## src/rtl/lite16_pkg.sv

```systemverilog
// Shared types and sizing for the lite16 register file and operand fetch path.
package lite16_pkg;

   localparam int unsigned DATA_W   = 16;
   localparam int unsigned NUM_REGS = 16;
   localparam int unsigned IDX_W    = 4;
   localparam int unsigned OP_W     = 8;
   localparam int unsigned RF_W     = NUM_REGS * DATA_W;

   // Operand bundle handed to the execute stage
   typedef struct packed {
      logic [DATA_W-1:0] a;
      logic [DATA_W-1:0] b;
      logic [IDX_W-1:0]  rd;
      logic              rd_we;
      logic [OP_W-1:0]   op;
   } operand_bundle_t;

   // Pick register idx out of the flattened register file bus
   function automatic logic [DATA_W-1:0] rf_slice(input logic [RF_W-1:0]  bus,
                                                  input logic [IDX_W-1:0] idx);
      logic [DATA_W-1:0] val;
      val = bus[int'(idx)*DATA_W +: DATA_W];
      return val;
   endfunction

endpackage

```

## src/rtl/scoreboard.sv

```systemverilog
// Pending-write tracker: one bit per register, set by an issuing writer,
// cleared by the matching writeback. A same-cycle set overrides the clear.
module scoreboard
   import lite16_pkg::*;
(
   input  logic                clk,
   input  logic                rst,
   input  logic [NUM_REGS-1:0] set_mask,
   input  logic [NUM_REGS-1:0] clr_mask,
   output logic [NUM_REGS-1:0] pending
);

   // Clear completed writes, then mark newly issued writers in flight
   always_ff @(posedge clk) begin
      if (rst) begin
         pending <= '0;
      end else begin
         pending <= (pending & ~clr_mask) | set_mask;
      end
   end

endmodule

```

## src/rtl/operand_fetch_unit.sv

```systemverilog
// Operand fetch stage behind register_file: hazard check against the
// pending-write scoreboard, operand select, one-entry output register.
// Optional feature: define OPERAND_FORWARD_EN to bypass wb_data into a
// source whose writeback lands in the same cycle as the fetch.
module operand_fetch_unit
   import lite16_pkg::*;
(
   input  logic                clk,
   input  logic                rst,

   input  logic                req_valid,
   output logic                req_ready,
   input  logic [IDX_W-1:0]    req_rs_a,
   input  logic [IDX_W-1:0]    req_rs_b,
   input  logic [IDX_W-1:0]    req_rd,
   input  logic                req_rd_we,
   input  logic [OP_W-1:0]     req_op,

   input  logic [RF_W-1:0]     rf_data,
   input  logic [NUM_REGS-1:0] wb_en,
   input  logic [DATA_W-1:0]   wb_data,

   output logic                out_valid,
   input  logic                out_ready,
   output logic [DATA_W-1:0]   out_a,
   output logic [DATA_W-1:0]   out_b,
   output logic [IDX_W-1:0]    out_rd,
   output logic                out_rd_we,
   output logic [OP_W-1:0]     out_op,

   output logic [NUM_REGS-1:0] pending
);

   logic                  hazard_a;
   logic                  hazard_b;
   logic                  hazard_waw;
   logic                  accept;
   logic [DATA_W-1:0]     opnd_a;
   logic [DATA_W-1:0]     opnd_b;
   logic [NUM_REGS-1:0]   set_mask;
   operand_bundle_t       bundle_d;
   operand_bundle_t       bundle_q;
   logic                  out_valid_q;

   // Source operand select and RAW hazard detection
   always_comb begin
      opnd_a   = rf_slice(rf_data, req_rs_a);
      opnd_b   = rf_slice(rf_data, req_rs_b);
`ifdef OPERAND_FORWARD_EN
      hazard_a = pending[req_rs_a];
      hazard_b = pending[req_rs_b];
      // A writeback landing now resolves the hazard and supplies the value
      if (wb_en[req_rs_a]) begin
         opnd_a   = wb_data;
         hazard_a = 1'b0;
      end
      if (wb_en[req_rs_b]) begin
         opnd_b   = wb_data;
         hazard_b = 1'b0;
      end
`else
      // Without a bypass the source must wait until rf_data shows the write
      hazard_a = pending[req_rs_a] | wb_en[req_rs_a];
      hazard_b = pending[req_rs_b] | wb_en[req_rs_b];
`endif
   end

`ifndef OPERAND_FORWARD_EN
   logic unused_wb_data;
   assign unused_wb_data = ^wb_data;
`endif

   // WAW: a second writer may not issue while the first is still in flight,
   // unless the first one retires this very cycle
   assign hazard_waw = req_rd_we & pending[req_rd] & ~wb_en[req_rd];

   // Independent of req_valid so the upstream stage can rely on it
   assign req_ready = (~out_valid_q | out_ready) & ~hazard_a & ~hazard_b & ~hazard_waw;
   assign accept    = req_valid & req_ready;

   // Scoreboard set mask and next bundle contents
   always_comb begin
      set_mask = '0;
      if (accept && req_rd_we) begin
         set_mask[req_rd] = 1'b1;
      end
      bundle_d.a     = opnd_a;
      bundle_d.b     = opnd_b;
      bundle_d.rd    = req_rd;
      bundle_d.rd_we = req_rd_we;
      bundle_d.op    = req_op;
   end

   // One-entry output register; holds steady while execute back-pressures
   always_ff @(posedge clk) begin
      if (rst) begin
         out_valid_q <= 1'b0;
         bundle_q    <= '0;
      end else if (accept) begin
         out_valid_q <= 1'b1;
         bundle_q    <= bundle_d;
      end else if (out_ready) begin
         out_valid_q <= 1'b0;
      end
   end

   scoreboard u_scoreboard (
      .clk      (clk),
      .rst      (rst),
      .set_mask (set_mask),
      .clr_mask (wb_en),
      .pending  (pending)
   );

   assign out_valid = out_valid_q;
   assign out_a     = bundle_q.a;
   assign out_b     = bundle_q.b;
   assign out_rd    = bundle_q.rd;
   assign out_rd_we = bundle_q.rd_we;
   assign out_op    = bundle_q.op;

endmodule

```

## config.mk

```make
export PLATFORM = sky130hd
export DESIGN_NAME = operand_fetch_unit
export DESIGN_NICKNAME = d
export VERILOG_FILES = /design/src/rtl/lite16_pkg.sv /design/src/rtl/scoreboard.sv /design/src/rtl/operand_fetch_unit.sv
export SDC_FILE = /design/constraint.sdc
export NUM_CORES = 1
export LEC_CHECK = 0
export ABC_CLOCK_PERIOD_IN_PS = 5200
export BUFFER_PORTS_ARGS = -buffer_cell sky130_fd_sc_hd__buf_2
export CORE_AREA = 8 8 141 143
export CTS_CLUSTER_DIAMETER = 200
export DETAILED_ROUTE_END_ITERATION = 8
export DIE_AREA = 0 0 149 151
export GPL_ROUTABILITY_DRIVEN = 0
export GPL_TIMING_DRIVEN = 0
export HOLD_SLACK_MARGIN = 0.1
export PLACE_DENSITY_LB_ADDON = 0.3
export RECOVER_POWER = 25
export SLEW_MARGIN = 15
export SYNTH_ARGS = -nofsm -noshare
export SYNTH_HDL_FRONTEND = slang
export SYNTH_HIERARCHICAL = 1
export SYNTH_SLANG_ARGS = --single-unit
```

## constraint.sdc

```tcl
create_clock -name clk -period 5.2 [get_ports clk]
set_input_delay 0 -clock clk [delete_from_list [all_inputs] [get_ports clk]]
set_output_delay 0 -clock clk [all_outputs]
set_load 0.02 [all_outputs]
```

==> metrics.yaml <==
synth:
  syn_area_um2: 7290
  postSynthCellCount: 592
  ys_seq_area_frac: 0.170
  yosys.area.top_type: "mux4_2"
  synth_edf_count: 0
  synthArstFlopShare: 0
  synthTopCellsByArea: "mux4_2, dfxtp_1, o31ai_1"
  syn-mean-instance-area_um2: 12.3
  synth_nets: 905
  yosys.cell_types.count: 40
  yosys_register_bits: 62
  yosys_most_used_dff: "dfxtp_1"
  synth_top_area_share: 0.510
  yosys_warnings: 6
timing:
  maxSlewViolCount: 0
  rsz0062_at_grt: "no"
  fmax_mhz: 360
  setup_viol: 0
  period_share: 0.534
  hold_viol: 0
  slew_headroom: 0.307
  worst_pin_slew_ns: 1.04
  fin_setup_tns_ns: 0
  min_period_ns: 2.78
  skew_ns: 0.00863
  layout_setup_ws_ns: 2.42
worst_setup_path:
  crit_top_cell: "a21oi_1"
  crit_family: "multiplexers"
  startpoint_type: "register"
  crit_fanout: 8
  critPathCaptureType: "register"
  crit_chain: "nor3_1 > a21oi_1 > mux4_2 > mux2i_1 > nand4_2 > nor4_1 > inv_1 > a21oi_1 > dlygate4sd3_1"
  worstPathArrival_ns: 3.06
  slowest_stage: "dlygate4sd3_1"
  max_stage_delay_ns: 0.55
  crit_type: "reg -> reg"
  cp.required_ns: 5.48
  crit_buf_inv: 2
grt:
  overflow: 0
  grt.total_usage: 0.298
  antenna_found_initial: 11
  grt_pass1_vias: 8321
  grt_pass1_wl_um: 50100
  grt_max_degree: 12
clock_tree:
  clockRootBuffer: "clkbuf_16"
  path_clk_slew_ns: 0.06
  cts_resized: 0
  cts.path.max_buffers: 2
  cts_post_setup_buffers_inserted: 0
  cts_buffers: 9
  cts.hold.buffers_added: 27
  cts_tree: "yes"
  worstSkewPairLatency_ns: 0.34
  htree_levels: 3
  cts.sinks: 62
detailed_routing:
  viasPerCell: 6.38
  ant_nets: 0
  drc: 0
  dr.pass1.iters: 5
  drt_wl_total_um: 34500
  routedWlPerCell_um: 28.2
  vias: 7818
  drt_iter0_drc: 545
pwr:
  power_leakage_nw: 3.88
  peakVddDrop_uv: 169
  power_density_nw_per_um2: 208
floorplan:
  row_count: 49
  initial_core_util: 0.413
  die_area_um2: 22500
  core_um2: 17700
  die_h_um: 151
  die_w_um: 149
  ios: 376
place:
  io_buffers: 351
  post-place-ws_ns: 2.40
  dp_hpwl_um: 28700
run_status:
  outcome: "finished clean"
layout:
  drive_gt1_frac: 0.572
  nNetsFinal: 1294
  areaGrowthSynthToFinish_pct: 36.6
worst_hold_path:
  hold_path.class: "in -> reg"
job:
  cap_violations: 0
[stage by stage]
stage	power (mW)	hold slack, ns	util	cell area [um^2]	instances
6_report	2.07	0.260	0.564	9960	1226
5_1_grt	2.15	0.284	0.564	9950	1224
4_1_cts	2.07	0.252	0.564	9970	1215
3_5_place_dp	1.32	0.218	0.529	9330	1172
3_3_place_gp	1.30	0.217	0.529	9330	1172
2_1_floorplan	1.01	0.150	-	7290	592
[registers in the layout (all words and copies together) (netlist names)]
register / cells
out_valid: 1
out_rd: 4
u_scoreboard/pending: 16
out_a: 16
out_op: 8
out_rd_we: 1
out_b: 16
[cells in the final DEF (no fill, tap or decap), drive strengths merged, types with 2 or more instances in the layout]
cell type and count:
buf 366, mux4 171, clkbuf 78, a21oi 74
dfxtp 62, nand4 46, o31ai 45, dlygate4sd3 27
nor3 21, nand2b 20, inv 18, nor2 13
diode 11, nor4 7, nand3 6, bufinv 4
nand3b 3, mux2i 3, nor4b 3, a22o 2
nand2 2, a22oi 2, clkinv 2
[worst reg2reg max path: cells and delay by family, from the launching register on]
family                 cells  cell delay [ns]
muxes                      2             0.79
and+or+nand+nor            3             0.75
buffers and inverters      2             0.63
DFF                        1             0.36
AOI/OAI and AO/OA          2             0.22
[per-layer routing]
layer | track usage | vias to the layer above | wire [um]
met5 | 0 | - | 25
met4 | 0.127 | 4 | 1220
met3 | 0.0741 | 79 | 3220
met2 | 0.499 | 493 | 17500
met1 | 0.361 | 3890 | 12600
li1 | - | 3352 | -
[cell usage after synthesis, types with 2 or more instances]
library cell	count
nor4b_1	3
buf_12	5
dfxtp_1	62
nor4_1	7
buf_1	2
nor2_1	13
clkbuf_4	4
a21oi_1	64
nand4_1	45
buf_6	3
buf_4	3
mux4_2	165
nor3_1	21
buf_2	33
o31ai_1	45
a22o_1	2
nand2_1	2
a21oi_2	10
nand2b_1	20
clkbuf_1	32
mux2i_1	3
nand3_1	6
inv_1	18
mux4_1	6
nand3b_1	3
[area by class of cell]
cell class | count | area [um^2]
inverter | 18 | 67.6
tap | 229 | 287
clock buffer | 10 | 229
timing repair buffer | 378 | 1990
buffer | 83 | 484
fill | 1555 | 7700
antenna | 11 | 27.5
clock inverter | 6 | 134
sequential | 62 | 1240
multi-input combinational | 429 | 5500
[power by group]
part | leakage, nW | total (mW) | internal, mW | switching, mW
registers | 0.502 | 0.509 | 0.497 | 0.0120
logic | 3.20 | 0.820 | 0.406 | 0.414
clock network | 0.177 | 0.745 | 0.517 | 0.228
[path summary, 6_finish.rpt]
path / startpoint / to / slack (ns) / depth (start not counted)
worst max-delay path: u_scoreboard/pending[4] / u_scoreboard/pending[1] / 2.42 / 9
worst min-delay path: req_rd[0] / out_rd[0] / 0.26 / 4
worst max register to register: u_scoreboard/pending[4] / u_scoreboard/pending[1] / 2.42 / 9
worst min register to register: out_a[6] / out_a[6] / 0.47 / 2
[cells by family (layout without fill, tap and decap cells)]
logic type | after synthesis | in the layout | synth area share
other | 0 | 11 | 0
AND/OR/NAND/NOR | 125 | 125 | 0.100
AO/OA/AOI/OAI | 129 | 129 | 0.117
buffers and inverters | 101 | 495 | 0.0757
flip-flops | 62 | 62 | 0.170
multiplexers | 175 | 175 | 0.537
No activity file was read; power rests on OpenSTA's default activity.
